<file path="src/rtl/fm_playback_injector.sv">
// fm_playback_injector
// Streams a preloaded playback image out of a spy memory into the ULT data
// path using a valid/ready handshake. It supports single-shot and loop modes
// and has a 2-entry output FIFO that decouples memory read latency from
// downstream back-pressure.
module fm_playback_injector #(
  parameter int DATA_WIDTH     = 64,
  parameter int ADDR_WIDTH     = 10,
  parameter int PB_MODE_WIDTH  = 2,
  parameter int WRAP_CNT_WIDTH = 16
) (
  input  logic                      clk_hs,
  input  logic                      rst_hs,
  input  logic [PB_MODE_WIDTH-1:0]  playback_mode,
  input  logic                      pb_start,
  input  logic [ADDR_WIDTH-1:0]     last_addr,
  output logic                      mem_rd_en,
  output logic [ADDR_WIDTH-1:0]     mem_rd_addr,
  input  logic [DATA_WIDTH-1:0]     mem_rd_data,
  output logic [DATA_WIDTH-1:0]     pb_data,
  output logic                      pb_valid,
  input  logic                      pb_ready,
  output logic                      pb_active,
  output logic                      pb_done,
  output logic [WRAP_CNT_WIDTH-1:0] pb_wrap_count
);

  localparam logic [PB_MODE_WIDTH-1:0] MODE_SINGLE = PB_MODE_WIDTH'(1);
  localparam logic [PB_MODE_WIDTH-1:0] MODE_LOOP   = PB_MODE_WIDTH'(2);

  typedef enum logic [1:0] {
    S_IDLE,
    S_RUN,
    S_DRAIN
  } state_t;

  state_t                    state_q, state_d;
  logic                      start_reg_q, start_reg_d;
  logic                      start_dly_q, start_dly_d;
  logic                      loop_q, loop_d;
  logic [ADDR_WIDTH-1:0]     last_q, last_d;
  logic [ADDR_WIDTH-1:0]     addr_q, addr_d;
  logic [WRAP_CNT_WIDTH-1:0] wrap_q, wrap_d;
  logic                      inflight_q, inflight_d;
  logic [1:0]                count_q, count_d;
  logic [DATA_WIDTH-1:0]     head_q, head_d;
  logic [DATA_WIDTH-1:0]     tail_q, tail_d;

  logic                      start;
  logic                      mode_single;
  logic                      mode_loop;
  logic                      abort;
  logic                      pop;
  logic                      push;
  logic                      rd_room;
  logic                      rd_en;
  logic                      done;
  logic [2:0]                occupancy;

  // Control decode: start edge, abort, handshake and read-issue permission
  always_comb begin
    start       = start_reg_q & ~start_dly_q;
    mode_single = (playback_mode == MODE_SINGLE);
    mode_loop   = (playback_mode == MODE_LOOP);
    abort       = (state_q != S_IDLE) && !(mode_single || mode_loop);
    pop         = (count_q != 2'd0) && pb_ready;
    push        = inflight_q && !abort;
    // A word leaving this cycle frees its slot, so reads continue back-to-back
    // while the FIFO drains. This sustains one word per cycle, and the FIFO
    // still cannot overflow.
    occupancy   = {1'b0, count_q} - {2'b00, pop} + {2'b00, inflight_q};
    rd_room     = (occupancy < 3'd2);
    rd_en       = (state_q == S_RUN) && !abort && rd_room;
  end

  // Next-state logic: playback FSM, address walk and loop-wrap counter
  always_comb begin
    state_d     = state_q;
    loop_d      = loop_q;
    last_d      = last_q;
    addr_d      = addr_q;
    wrap_d      = wrap_q;
    done        = 1'b0;
    start_reg_d = pb_start;
    start_dly_d = start_reg_q;
    unique case (state_q)
      S_IDLE: begin
        if (start && (mode_single || mode_loop)) begin
          loop_d  = mode_loop;
          last_d  = last_addr;
          addr_d  = '0;
          wrap_d  = '0;
          state_d = S_RUN;
        end
      end
      S_RUN: begin
        if (abort) begin
          state_d = S_IDLE;
        end else if (rd_en) begin
          if (addr_q == last_q) begin
            if (loop_q) begin
              addr_d = '0;
              if (wrap_q != '1) begin
                wrap_d = wrap_q + 1'b1;
              end
            end else begin
              state_d = S_DRAIN;
            end
          end else begin
            addr_d = addr_q + 1'b1;
          end
        end
      end
      S_DRAIN: begin
        if (abort) begin
          state_d = S_IDLE;
        end else if ((count_q == 2'd0) && !inflight_q) begin
          done    = 1'b1;
          state_d = S_IDLE;
        end
      end
      default: begin
        state_d = S_IDLE;
      end
    endcase
  end

  // Output FIFO: head register drives pb_data, tail holds the second word
  always_comb begin
    count_d    = count_q;
    head_d     = head_q;
    tail_d     = tail_q;
    inflight_d = rd_en;
    if (abort) begin
      count_d = '0;
    end else begin
      unique case (count_q)
        2'd0: begin
          if (push) begin
            head_d  = mem_rd_data;
            count_d = 2'd1;
          end
        end
        2'd1: begin
          if (push && pop) begin
            head_d = mem_rd_data;
          end else if (pop) begin
            count_d = 2'd0;
          end else if (push) begin
            tail_d  = mem_rd_data;
            count_d = 2'd2;
          end
        end
        2'd2: begin
          if (pop) begin
            head_d = tail_q;
            if (push) begin
              tail_d = mem_rd_data;
            end else begin
              count_d = 2'd1;
            end
          end
        end
        default: begin
          count_d = '0;
        end
      endcase
    end
  end

  // State and datapath registers with asynchronous reset
  always_ff @(posedge clk_hs or posedge rst_hs) begin
    if (rst_hs) begin
      state_q     <= S_IDLE;
      start_reg_q <= 1'b0;
      start_dly_q <= 1'b0;
      loop_q      <= 1'b0;
      last_q      <= '0;
      addr_q      <= '0;
      wrap_q      <= '0;
      inflight_q  <= 1'b0;
      count_q     <= '0;
      head_q      <= '0;
      tail_q      <= '0;
    end else begin
      state_q     <= state_d;
      start_reg_q <= start_reg_d;
      start_dly_q <= start_dly_d;
      loop_q      <= loop_d;
      last_q      <= last_d;
      addr_q      <= addr_d;
      wrap_q      <= wrap_d;
      inflight_q  <= inflight_d;
      count_q     <= count_d;
      head_q      <= head_d;
      tail_q      <= tail_d;
    end
  end

  // Output drive
  always_comb begin
    mem_rd_en     = rd_en;
    mem_rd_addr   = addr_q;
    pb_data       = head_q;
    pb_valid      = (count_q != 2'd0);
    pb_active     = (state_q == S_RUN) || (state_q == S_DRAIN);
    pb_done       = done;
    pb_wrap_count = wrap_q;
  end

endmodule

</file>
<file path="config.mk">
export PLATFORM = sky130hd
export DESIGN_NAME = fm_playback_injector
export DESIGN_NICKNAME = d
export VERILOG_FILES = /design/src/rtl/fm_playback_injector.sv
export SDC_FILE = /design/constraint.sdc
export NUM_CORES = 1
export LEC_CHECK = 0
export ABC_AREA = 1
export CAP_MARGIN = 20
export CELL_PAD_IN_SITES_DETAIL_PLACEMENT = 1
export CELL_PAD_IN_SITES_GLOBAL_PLACEMENT = 1
export CORE_ASPECT_RATIO = 1.4
export CORE_MARGIN = 4
export CORE_UTILIZATION = 40
export CTS_CLUSTER_DIAMETER = 200
export DETAILED_ROUTE_END_ITERATION = 7
export PLACE_DENSITY_LB_ADDON = 0.1
export RECOVER_POWER = 50
export SLEW_MARGIN = 40
export SYNTH_ARGS = -nofsm -noshare
export SYNTH_HDL_FRONTEND = slang
export SYNTH_SLANG_ARGS = --single-unit
</file>
<file path="constraint.sdc">
create_clock -name clk_hs -period 11.43 [get_ports clk_hs]
set_clock_uncertainty 0.05 [all_clocks]
set_input_delay 2.286 -clock clk_hs [delete_from_list [all_inputs] [get_ports clk_hs]]
set_output_delay 2.286 -clock clk_hs [all_outputs]
set_load 0.02 [all_outputs]
</file>
==> results by group, run 1 <==
Outcome
  • Outcome: finished, violations left
  • Failing checks: capacitance limit, slew limit

Critical path
  • Worst Reg-to-Reg Cells: 14
  • Required @ worst endpoint: 9.09 ns
  • Startpoint types: input pin
  • Critical path type: in -> out
  • Crit Path Max Fanout: 6
  • Worst EP arrival: 5.01 ns
  • Setup crit end kind: output port

Layout
  • Fin util: 52.9%
  • Most frequent cells in the layout: nand2_1 (198), nor2_1 (178), dfrtp_1 (172)
  • Layout fillers: 2410
  • Area taken by multi-input logic gates: 3150 µm²
  • # nets final: 1244
  • Layout cells sized above 1: 4.70%
  • Commonest non-fill, non-tap cell in the layout: nand2_1
  • Ant. Diodes: 0
  • Fin area: 10500 µm²
  • Register cell area after layout: 4300 µm²
  • Area delta synth->final: 30.3%

Clock network
  • Clk pin slew, worst setup/hold paths: 0.07 ns
  • Post-CTS Setup Bufs: 0
  • CTS buffer count: 17
  • Sinks on Clock Net: 172
  • CTS HTree Levels: 4
  • Hold_buf cts: 0
  • TritonCTS clock tree: done
  • Latest clock arrival within the worst-skew pair: 0.42 ns
  • Root Buffer: clkbuf_16
  • CTS Buffer Depth: 2
  • Resized cells post-CTS: 0

GRT
  • Grt ovf: 0
  • Vias in the first global route: 7380
  • First-pass GRT wire length: 36.4 mm
  • Pin count of the biggest net entering global routing: 110
  • Gr usage total: 19.9%
  • Initial antenna violation count: 0

Floorplanning
  • Die height: 176 µm
  • Initial Utilization: 40.6%
  • DIE AREA: 22600 µm²
  • I/O pin cnt: 174
  • Die W: 128 µm
  • Std-Cell Core Area: 19900 µm²
  • Row cnt: 61

Detailed routing
  • Drt total wl: 21.5 mm
  • Initial DRC Count: 268
  • Antenna-violating nets left: 0
  • Via density: 5.02
  • Routed len/inst: 15.1 µm
  • Via count: 7139
  • Post-route DRC: 0
  • Drt pass-1 iters: 4

Yosys
  • Post-Syn Instances: 1009
  • Net Count, Synth: 1097
  • Yosys warns: 0
  • Flops & latches, synth: 172
  • Syn avg cell area: 8.02 µm²
  • Synth unique cells: 29
  • Cell Area, Synth: 8090 µm²
  • Sequential-to-total area share from yosys stat: 53.2%

STA
  • Fmax: 0.136 GHz
  • Final Cycle Share: 64.3%
  • Final hold violation count: 0
  • Final max-slew violation count: 110
  • Least-Margin Pin Slew: 4.93 ns
  • Setup WS post-layout: 4.09 ns
  • Min Clock Period, post-route: 7.34 ns
  • RSZ-0062 raised after global routing: no
  • Final setup viols: 0
  • Setup TNS Final: 0 ns
  • Slew HR: -231%

Pwr
  • Static leakage: 4.70 nW
  • Total power: 2.60 mW
  • PwrDens: 247 nW/µm²
  • Maximum VDD drop: 0.117 mV

Placed design
  • DP Wirelength: 15.0 mm
  • Placement Cell Area: 9970 µm²
  • Placement Setup Slack: 4.09 ns
  • Placer Congestion: 0.798
  • Number of port buffers: 173

Min path
  • Hold Crit Class: reg -> reg
  • Hold depth: 0

Run
  • Max_cap viols: 1
Yosys cell counts, drive strengths merged:
master    n  area share (%)
xor2     11             1.2
a211oi    1            0.15
o21bai    1           0.093
nor2    182             8.6
clkinv    2           0.093
mux2      4            0.56
a21boi    1           0.093
clkbuf   16            0.74
a21oi   139             8.6
nand4     8            0.62
nor3      8            0.49
nand3    25             1.5
buf      36             2.5
inv     107             5.0
dfrtp   172              53
o21a      3            0.28
o21ai    78             4.9
nand2   199             9.3
nor3b     1           0.093
fa        1            0.25
xnor2     7            0.76
ha        7             1.1
logic make-up after synthesis:
kind of cell             Yosys count  synth area share, %
AO/OA/AOI/OAI                    223                 14.1
XOR/XNOR                          18                 1.95
adder cells (fa/ha/maj)            8                 1.33
buffers and inverters            161                 8.30
flip-flops                       172                 53.2
multiplexers                       4                0.556
AND/OR/NAND/NOR                  423                 20.6
worst max-delay path, stage by stage:
cell	delay, ns
clkdlybuf4s50_1	0.58
inv_1	0.09
nor2_1	0.32
o21ai_0	0.17
fa_1	0.52
nand3_1	0.13
nor3_1	0.25
clkdlybuf4s50_1	0.67
worst paths after layout:
kind	from	endpoint	slack [ns]
max reg2reg	count_q[1]	mem_rd_addr[4]	7.86
max	pb_ready	mem_rd_en	4.09
max in group asynchronous	rst_hs	pb_data[63]	5.35
min in group asynchronous	rst_hs	pb_wrap_count[11]	3.79
min reg2reg	start_dly_d	start_dly_q	0.36
min	start_dly_d	start_dly_q	0.36
per-stage QoR:
step | hold WS (ns) | cells
2_1_floorplan | 0.325 | 1009
3_3_place_gp | 0.335 | 1388
3_5_place_dp | 0.347 | 1388
4_1_cts | 0.364 | 1420
5_1_grt | 0.386 | 1421
6_report | 0.356 | 1421
registers in the layout, summed over array words and instances, names as in the netlist:
| register | flops |
|---|---|
| count_q | 2 |
| state_q | 2 |
| pb_data | 64 |
| mem_rd_addr | 10 |
| tail_q | 64 |
| start_dly_q | 1 |
| loop_q | 1 |
| pb_wrap_count | 16 |
| start_dly_d | 1 |
| last_q | 10 |
| inflight_q | 1 |
power breakdown:
group          switching [mW]  leakage (nW)  internal [mW]
Sequential              0.104          1.94          0.845
Combinational           0.686          2.48          0.408
Clock                   0.256         0.270          0.305
per-layer routing:
layer | share of wire (%) | vias up | GRT usage, %
met5 | 0 | - | 0
met4 | 1.4 | 0 | 5.40
met3 | 4.3 | 21 | 3.60
met2 | 52 | 131 | 35.0
met1 | 42 | 3500 | 25.0
li1 | - | 3487 | -
layout make-up:
type | instances | area share (%)
inverters | 109 | 3.89
repair buffers | 180 | 17.1
multi-input cells | 676 | 29.9
clock buffers | 18 | 4.07
clock inverters | 14 | 1.28
flip-flops and latches | 172 | 40.8
well taps | 252 | 2.99
No activity file was read; power rests on OpenSTA's default activity.
==> inputs of run 2 (changes only) <==
Settings changed: CORE_UTILIZATION 40 to 34.
Clock period 11.43 ns to 6 ns, I/O delays scaled along.
==> results by group, run 2 (synthesis gave the netlist of run 1 again) <==
Outcome
  • Outcome: finished, violations left
  • Failing checks: capacitance limit, slew limit

Critical path
  • Startpoint types: input pin
  • End of the worst register-to-register path: pb_wrap_count[3]
  • Delay-heaviest family, CP: buffers and inverters
  • WP buf/inv: 3
  • Most frequent cell on the critical path: clkdlybuf4s50_1
  • Cell Chain, Critical Path: clkdlybuf4s50_1 > inv_1 > nor2_1 > o21ai_0 > fa_1 > nand3_1 > nor3_1 > clkdlybuf4s50_1
  • Worst EP arrival: 3.88 ns
  • Setup crit end kind: output port
  • Slowest-stage cell, CP: clkdlybuf4s50_1
  • Worst path max stage delay: 0.67 ns
  • Crit Path Max Fanout: 6
  • Worst Reg-to-Reg Cells: 13
  • R2R Path Start: count_q[1]
  • Reg2reg setup slack: 2.85 ns
  • Required @ worst endpoint: 4.75 ns
  • Critical path type: in -> out

Floorplanning
  • Std-Cell Core Area: 23400 µm²
  • I/O pin cnt: 174
  • Row cnt: 66
  • Die height: 191 µm
  • Die W: 138 µm
  • Initial Utilization: 34.6%
  • DIE AREA: 26400 µm²

Detailed routing
  • Drt pass-1 iters: 4
  • Top routing layer in use: met4
  • Via density: 4.73
  • Post-route DRC: 0
  • Antenna-violating nets left: 0
  • Initial DRC Count: 151
  • Met2 WL: 11.3 mm
  • Drt total wl: 21.8 mm
  • Via count: 6967
  • Routed len/inst: 14.8 µm
  • Met1 wire length: 9.36 mm
  • Met3 Routed Length: 806 µm

GRT
  • Vias in the first global route: 7157
  • Pin count of the biggest net entering global routing: 129
  • Grt ovf: 0
  • Initial antenna violation count: 0
  • First-pass GRT wire length: 36.3 mm
  • Gr usage total: 17.0%

Pwr
  • Sw Ratio: 38.6%
  • Int Power: 3.09 mW
  • PwrDens: 472 nW/µm²
  • Sw Pwr: 1.94 mW
  • Combinational Power Share: 41.4%
  • Clock power share: 22.7%
  • Total power: 5.03 mW
  • Static leakage: 4.72 nW
  • Sequential share of power: 35.9%
  • Maximum VDD drop: 0.306 mV

STA
  • Slew HR: -142%
  • Hold WS: 0.361 ns
  • Final Cycle Share: 85.5%
  • Least-Margin Pin Slew: 3.61 ns
  • Final hold violation count: 0
  • Setup WS post-layout: 0.869 ns
  • Fmax: 0.195 GHz
  • Final setup viols: 0
  • Setup TNS Final: 0 ns
  • Final max-slew violation count: 78
  • Min Clock Period, post-route: 5.13 ns
  • RSZ-0062 raised after global routing: no

Clock network
  • Hold_buf cts: 0
  • Latest clock arrival within the worst-skew pair: 0.43 ns
  • Root Buffer: clkbuf_16
  • CTS Buffer Depth: 2
  • CTS buffer count: 17
  • CTS HTree Levels: 4
  • TritonCTS clock tree: done
  • Resized cells post-CTS: 0
  • Post-CTS Setup Bufs: 0
  • Clk pin slew, worst setup/hold paths: 0.06 ns
  • Sinks on Clock Net: 172

Layout
  • Commonest non-fill, non-tap cell in the layout: nand2_1
  • Area delta synth->final: 31.6%
  • Most frequent cells in the layout: nand2_1 (198), nor2_1 (178), dfrtp_1 (172)
  • Fin util: 45.6%
  • Layout cells sized above 1: 4.28%
  • # nets final: 1243

Placed design
  • DP Wirelength: 14.9 mm
  • Number of port buffers: 173
  • Placement Setup Slack: 0.883 ns
  • Placer Congestion: 0.795

Run
  • Max_cap viols: 1

Min path
  • Hold Crit Class: reg -> reg
  • Hold Startpoint: start_dly_d
  • Hold depth: 0
  • Hold Path End: start_dly_q
## run 2: power groups by stage
| stage | Combinational, mW | Sequential, mW | Clock, mW |
|---|---|---|---|
| 2_1_floorplan | 1.12 | 2.06 | 0 |
| 3_3_place_gp | 2.14 | 1.82 | 0 |
| 3_5_place_dp | 2.17 | 1.84 | 0 |
| 4_1_cts | 2.18 | 1.82 | 1.18 |
| 5_1_grt | 2.33 | 1.87 | 1.23 |
| 6_report | 2.08 | 1.81 | 1.14 |
## run 2: worst max-delay path by stage
stage | from | to | slack, ns | cells after the start
2_1_floorplan | rst_hs | count_q[0] | 0.09 | 1
3_3_place_gp | pb_ready | mem_rd_en | 0.94 | 8
3_5_place_dp | pb_ready | mem_rd_en | 0.88 | 8
4_1_cts | pb_ready | mem_rd_en | 0.87 | 8
5_1_grt | pb_ready | mem_rd_en | 0.68 | 8
6_report | pb_ready | mem_rd_en | 0.87 | 8
## run 2: cell type report
cell class | instances | area (µm²)
well taps | 306 | 383
clock inverters | 6 | 109
inverters | 109 | 410
diodes | 1 | 2.50
flip-flops and latches | 172 | 4300
multi-input cells | 676 | 3150
clock buffers | 25 | 495
repair buffers | 179 | 1800
fillers | 2786 | 12700
## run 2: metrics by stage
step                cells  area (µm²)
floorplan            1009        8090
global placement     1442       10000
detailed placement   1442       10100
CTS                  1473       10700
global route         1473       10700
finish               1474       10700
## run 2: per-layer routing
metal	GRT usage (%)	vias to the layer above
met5	0	-
met4	6.12	0
met3	3.36	19
met2	30.5	116
met1	20.3	3355
li1	-	3477
